**src/rtl/xbar_port_alloc.sv**
```systemverilog
// Deflection port allocator for a 4x4 router crossbar: ranks flits, grants output ports, registers selects.
// Optional deflection statistics counter built only when XBAR_DEFLECT_STAT_EN is defined.
module xbar_port_alloc #(
    parameter int unsigned AGE_W        = 8,
    parameter int unsigned ID_W         = 4,
    parameter int unsigned GOLDEN_EPOCH = 64,
    parameter int unsigned STAT_W       = 16
) (
    input  logic                 clk,
    input  logic                 reset,
    input  logic [3:0]           in_valid,
    input  logic [15:0]          in_ppv,
    input  logic [4*AGE_W-1:0]   in_age,
    input  logic [4*ID_W-1:0]    in_src,
    output logic [3:0]           rank_valid,
    output logic [15:0]          rank_pv,
    output logic [7:0]           rank_idx,
    output logic [3:0]           rank_defl,
    output logic [ID_W-1:0]      golden_id,
    output logic [STAT_W-1:0]    deflect_cnt
);

    localparam int unsigned EP_W  = $clog2(GOLDEN_EPOCH);
    localparam int unsigned KEY_W = 2 + AGE_W + 2;

    logic [EP_W-1:0]  ep_q, ep_d;
    logic [ID_W-1:0]  golden_q, golden_d;
    logic [3:0]       rank_valid_q, rank_valid_d;
    logic [15:0]      rank_pv_q, rank_pv_d;
    logic [7:0]       rank_idx_q, rank_idx_d;
    logic [3:0]       rank_defl_q, rank_defl_d;

    logic [KEY_W-1:0] key [4];
    logic [1:0]       beat;
    logic [1:0]       sel;
    logic [3:0]       free;
    logic [3:0]       cand;
    logic [3:0]       grant;

    // Golden epoch: counter wraps at GOLDEN_EPOCH-1 and advances the golden source id
    always_comb begin
        ep_d     = ep_q + EP_W'(1);
        golden_d = golden_q;
        if (ep_q == EP_W'(GOLDEN_EPOCH - 1)) begin
            ep_d     = '0;
            golden_d = golden_q + ID_W'(1);
        end
    end

    // Rank by key {valid, golden, age, inverted index}; then allocate ports in rank order
    always_comb begin
        rank_valid_d = '0;
        rank_pv_d    = '0;
        rank_idx_d   = '0;
        rank_defl_d  = '0;
        beat         = '0;
        sel          = '0;
        free         = 4'b1111;
        cand         = '0;
        grant        = '0;

        for (int i = 0; i < 4; i++) begin
            if (in_valid[i]) begin
                key[i] = {1'b1, (in_src[i*ID_W +: ID_W] == golden_q),
                          in_age[i*AGE_W +: AGE_W], ~2'(i)};
            end else begin
                key[i] = {2'b00, {AGE_W{1'b0}}, ~2'(i)};
            end
        end

        // Rank position of input i is the number of inputs whose key beats it
        for (int i = 0; i < 4; i++) begin
            beat = '0;
            for (int j = 0; j < 4; j++) begin
                if (j != i && key[j] > key[i]) begin
                    beat = beat + 2'd1;
                end
            end
            rank_idx_d[2*beat +: 2] = 2'(i);
        end

        for (int k = 0; k < 4; k++) begin
            sel             = rank_idx_d[2*k +: 2];
            rank_valid_d[k] = in_valid[sel];
            if (in_valid[sel]) begin
                cand = in_ppv[4*sel +: 4] & free;
                if (cand == 4'b0000) begin
                    cand           = free;
                    rank_defl_d[k] = 1'b1;
                end
                grant                = cand & (~cand + 4'd1);
                rank_pv_d[4*k +: 4]  = grant;
                free                 = free & ~grant;
            end
        end
    end

    always_ff @(posedge clk or posedge reset) begin
        if (reset) begin
            ep_q         <= '0;
            golden_q     <= '0;
            rank_valid_q <= '0;
            rank_pv_q    <= '0;
            rank_idx_q   <= '0;
            rank_defl_q  <= '0;
        end else begin
            ep_q         <= ep_d;
            golden_q     <= golden_d;
            rank_valid_q <= rank_valid_d;
            rank_pv_q    <= rank_pv_d;
            rank_idx_q   <= rank_idx_d;
            rank_defl_q  <= rank_defl_d;
        end
    end

`ifdef XBAR_DEFLECT_STAT_EN
    localparam int unsigned SUM_W = STAT_W + 3;

    logic [STAT_W-1:0] stat_q, stat_d;
    logic [SUM_W-1:0]  stat_sum;

    // Saturating accumulation of this cycle's deflections
    always_comb begin
        stat_sum = SUM_W'(stat_q) + SUM_W'($countones(rank_defl_d));
        stat_d   = stat_sum[STAT_W-1:0];
        if (stat_sum > SUM_W'({STAT_W{1'b1}})) begin
            stat_d = '1;
        end
    end

    always_ff @(posedge clk or posedge reset) begin
        if (reset) begin
            stat_q <= '0;
        end else begin
            stat_q <= stat_d;
        end
    end

    assign deflect_cnt = stat_q;
`else
    assign deflect_cnt = '0;
`endif

    assign rank_valid = rank_valid_q;
    assign rank_pv    = rank_pv_q;
    assign rank_idx   = rank_idx_q;
    assign rank_defl  = rank_defl_q;
    assign golden_id  = golden_q;

endmodule

```
**config.mk**
```make
export PLATFORM = sky130hd
export DESIGN_NAME = xbar_port_alloc
export DESIGN_NICKNAME = d
export VERILOG_FILES = /design/src/rtl/xbar_port_alloc.sv
export SDC_FILE = /design/constraint.sdc
export NUM_CORES = 1
export LEC_CHECK = 0
export CORE_MARGIN = 2
export CORE_UTILIZATION = 55
export DETAILED_ROUTE_END_ITERATION = 12
export PLACE_DENSITY = 0.88
export REMOVE_ABC_BUFFERS = 1
export SLEW_MARGIN = 15
export SYNTH_ARGS = -nofsm -noshare
export SYNTH_HDL_FRONTEND = slang
export SYNTH_SLANG_ARGS = --single-unit
```
**constraint.sdc**
```tcl
create_clock -name clk -period 9.9 [get_ports clk]
set_input_delay 1.98 -clock clk [delete_from_list [all_inputs] [get_ports clk]]
set_output_delay 1.98 -clock clk [all_outputs]
set_load 0.005 [all_outputs]
```
==> out/summary.md <==
The run gives 13700 um as the post-detailed-routing wire length. The dominant cell by count in the synthesized netlist was sky130_fd_sc_hd__nand2_1. Power spread over the standard cell area amounts to 195 mW/mm^2. The mean area per synthesized cell works out to 8.27 sq um. After global routing the overflow that remains totals 0.

In this run, post-CTS repair resized a total of 0 instances. Counting distinct cell types in the post-synthesis netlist gives 87. The floorplan step set the die width to 97.6 um. Counting both buffers and inverters, the worst setup path holds a total of 2. The number of vias per cell after detailed routing came out at 6.24. Clock tree synthesis selected as its root buffer the cell sky130_fd_sc_hd__clkbuf_8. By startpoint and endpoint, the worst setup path is classified as in2reg.

In this run, CTS created clock tree buffers numbering 5. The first TritonRoute pass finished after 5 iterations. The logs give 679 for the total of fill cells in the finished design and 0.500 ns for the worst-case hold slack. The share of the yosys chip area belonging to registers came out at 0.218.

The region available for standard cell placement spans 0.00859 sq mm. The clock period could shrink to 8.94 ns. After routing the design area is 0.00597 sq mm.

The clock transition at the register clock pins on the worst setup and hold paths after CTS works out to 0.08 ns. Sort of element at the end of the critical path: a flip-flop. In this design, the largest share of critical-path delay is due to compound AO/OA/AOI/OAI gates.

Buffers added to address setup during post-CTS repair amount to 0. The tools report the utilization of the core after routing as 0.695. The worst register-to-register path ends at rank_pv[13]$_DFF_PP0_.

For hold timing, the worst endpoint is ep_q[5]$_DFF_PP0_. sky130_fd_sc_hd__dfrtp_1 takes more of the synthesized area than any other cell. Cell repeated most along the worst path: sky130_fd_sc_hd__a21oi_1. In this run the critical register-to-register path is launched from golden_id[1]$_DFFE_PP0N_. The run gives 0 as the number of hold violations in the final report.

The run gives 10900 um as the sum of net half-perimeters after detailed placement. For this block, the initial DRC count from the detailed router was 549. The run gives 42 as the CTS sink count. The flow ran to the end, and the final reports show no timing, DRC or antenna violations.

Relative to the synthesized area, the layout overhead comes to 24.1%. The worst-case IR drop observed on VDD is 96.6 uV. Setup repair after global routing left no endpoint under its margin. The classification of the worst-slack hold path was reg2reg. Number of maximum-capacitance constraint violations: 0.

For the final database, setup skew stands at 0.00733 ns. The run gives 34 as the number of standard-cell rows in the floorplan. The run gives 4666 as the number of global-route vias before repair. Summing every instance area after synthesis gives 0.00481 sq mm. The count of flip-flops with a built-in enable after synthesis works out to 0. Once placement finished, the instance area stood at 0.00587 sq mm.

The worst path arrival time is 9.12 ns, and the highest achievable clock rate is 0.112 GHz. The run gives 0 as the count of pins over their slew limit. In this run the deepest clock path goes through 2 buffers.

The summed negative setup slack over all endpoints was 0 ns; the register area was 0.00105 sq mm. Worst-margin pin slew: 1.16 ns. The required time at the worst-slack endpoint is 10.08 ns, and the number of cell instances on the worst register-to-register path is 23. Setup violations remaining at the end of the flow were counted as 0. The tools report the total power after layout as 1160 uW. After detailed routing, the number of remaining DRC violations is 0. The die covers 0.00952 sq mm. The final critical-path share of the clock period came out at 0.903. The cell at the slowest stage of the critical path is sky130_fd_sc_hd__clkdlybuf4s50_1. The routed layout has 4914 vias. On the worst path, the slowest cell contributes a delay of 0.89 ns. TritonCTS built the clock tree. The cell count after synthesis came out at 582. The tools report the total routing resource utilization after global routing as 0.281. The worst setup path is launched from a primary input.

The startpoint identified for the worst hold timing path is ep_q[5]$_DFF_PP0_. Hold repair after CTS inserted 0 buffers. The most used flip-flop cell after synthesis is sky130_fd_sc_hd__dfrtp_1. The H-tree was split into 2 levels. In the final routed layout, each cell accounts on average for 17.4 um. The I/O pin count was 122; the antenna diode count was 0.

The first global-routing pass estimated 22200 um of wire. The instance count along the most critical hold path is 1, and the number of nets with antenna violations after routing is 0. The async set-reset flop share out of synthesis is 1.00. Summed over all cells, the static leakage comes to 0.00278 uW. After synthesis, the most frequently instantiated cells are sky130_fd_sc_hd__nand2_1 (59), sky130_fd_sc_hd__ha_1 (57), sky130_fd_sc_hd__inv_1 (45), sky130_fd_sc_hd__dfrtp_1 (42), sky130_fd_sc_hd__nor2_1 (38). The final weighted congestion in routability-driven placement is 1.04, and the count of buffers inserted at the top-level ports is 105. In the final layout, the multi-input gates occupy 0.00341 sq mm. The height of the die works out to 97.6 um.

The run gives 806 as the net total in the final layout. Of all nets on the critical path, the largest fanout is 16. The setup check on the worst reg-to-reg path leaves a slack of 2.99 ns.

Maximum number of pins on one net before global-route repair: 43. The ratio of cells with drive above 1 in the final layout works out to 0.0794. The share of Yosys cell area claimed by the top area cell type works out to 0.218.

In the post-synthesis netlist, the biggest area contributors are sky130_fd_sc_hd__dfrtp_1 (22%), sky130_fd_sc_hd__ha_1 (15%), sky130_fd_sc_hd__nand2_1 (4.6%). Normalized max-slew margin: 0.225. The synthesis warning total came out at 0.

Counting flops and latches in the post-synthesis netlist gives 42. The initial antenna violation count was 0; the initial core utilization was 0.560. Clock latency on the worst-skew pair, taken at its later pin, is 0.30 ns.
[worst max path at each step]
stage	start	endpoint	cells after the start
3_5_place_dp	in_valid[3]	rank_pv[13]$_DFF_PP0_	31
6_report	in_valid[3]	rank_pv[13]$_DFF_PP0_	30
5_1_grt	in_valid[3]	rank_pv[13]$_DFF_PP0_	30
3_3_place_gp	in_valid[3]	rank_pv[13]$_DFF_PP0_	31
4_1_cts	in_valid[3]	rank_pv[13]$_DFF_PP0_	31
2_1_floorplan	in_age[1]	rank_pv[14]$_DFF_PP0_	30
[routing by layer]
metal | vias to the layer above | global-route usage | wire length, um
met5 | - | 0 | 0
li1 | 2282 | - | -
met1 | 2247 | 0.358 | 5490
met4 | 0 | 0.0951 | 509
met3 | 70 | 0.0338 | 1210
met2 | 315 | 0.494 | 6480
[cell type report]
cell class,instances,share of cell area
Multi-Input combinational cell,471,0.571
Sequential cell,42,0.176
Clock buffer,7,0.0128
Inverter,50,0.0318
Tap cell,108,0.0226
Clock inverter,1,0.00503
Timing Repair Buffer,109,0.181
[kinds of logic after synthesis]
logic type                 Yosys count  share of synthesized area
xor gates and xnor gates            19                     0.0346
and+or+nand+nor                    198                      0.207
DFF                                 42                      0.218
adders and majority gates           58                      0.150
buffers and inverters               84                     0.0852
AOI/OAI and AO/OA                  158                      0.253
other                                1                   0.000779
muxes                               22                     0.0509
[cells in the final DEF, fill, tap and decap left out, drive strengths merged, types with 8 or more instances in the layout]
| cell | n |
|---|---|
| inv | 49 |
| a31oi | 13 |
| clkdlybuf4s50 | 105 |
| nand3 | 21 |
| a21oi | 34 |
| nor2 | 40 |
| nor4 | 8 |
| o21ai | 27 |
| nand2 | 59 |
| xor2 | 12 |
| ha | 57 |
| and2 | 17 |
| mux2i | 18 |
| nor3 | 19 |
| dfrtp | 42 |
| conb | 16 |
| o31ai | 11 |
| o211ai | 8 |
[flip-flops by register name, indices dropped and copies added, names as in the netlist]
name,cells
rank_valid,4
rank_defl,4
ep_q,6
rank_pv,16
golden_id,4
rank_idx,8
[report_power, final]
part,internal [uW],switching (uW)
Combinational,333,466
Sequential,217,12.1
Clock,75.5,59.0
[metrics by stage]
stage | instances | worst slack (ns)
global route | 788 | 0.510
finish | 788 | 0.955
global placement | 780 | 1.21
floorplan | 563 | 2.51
CTS | 788 | 1.14
detailed placement | 780 | 0.845
(Power assumes the default switching activity.)
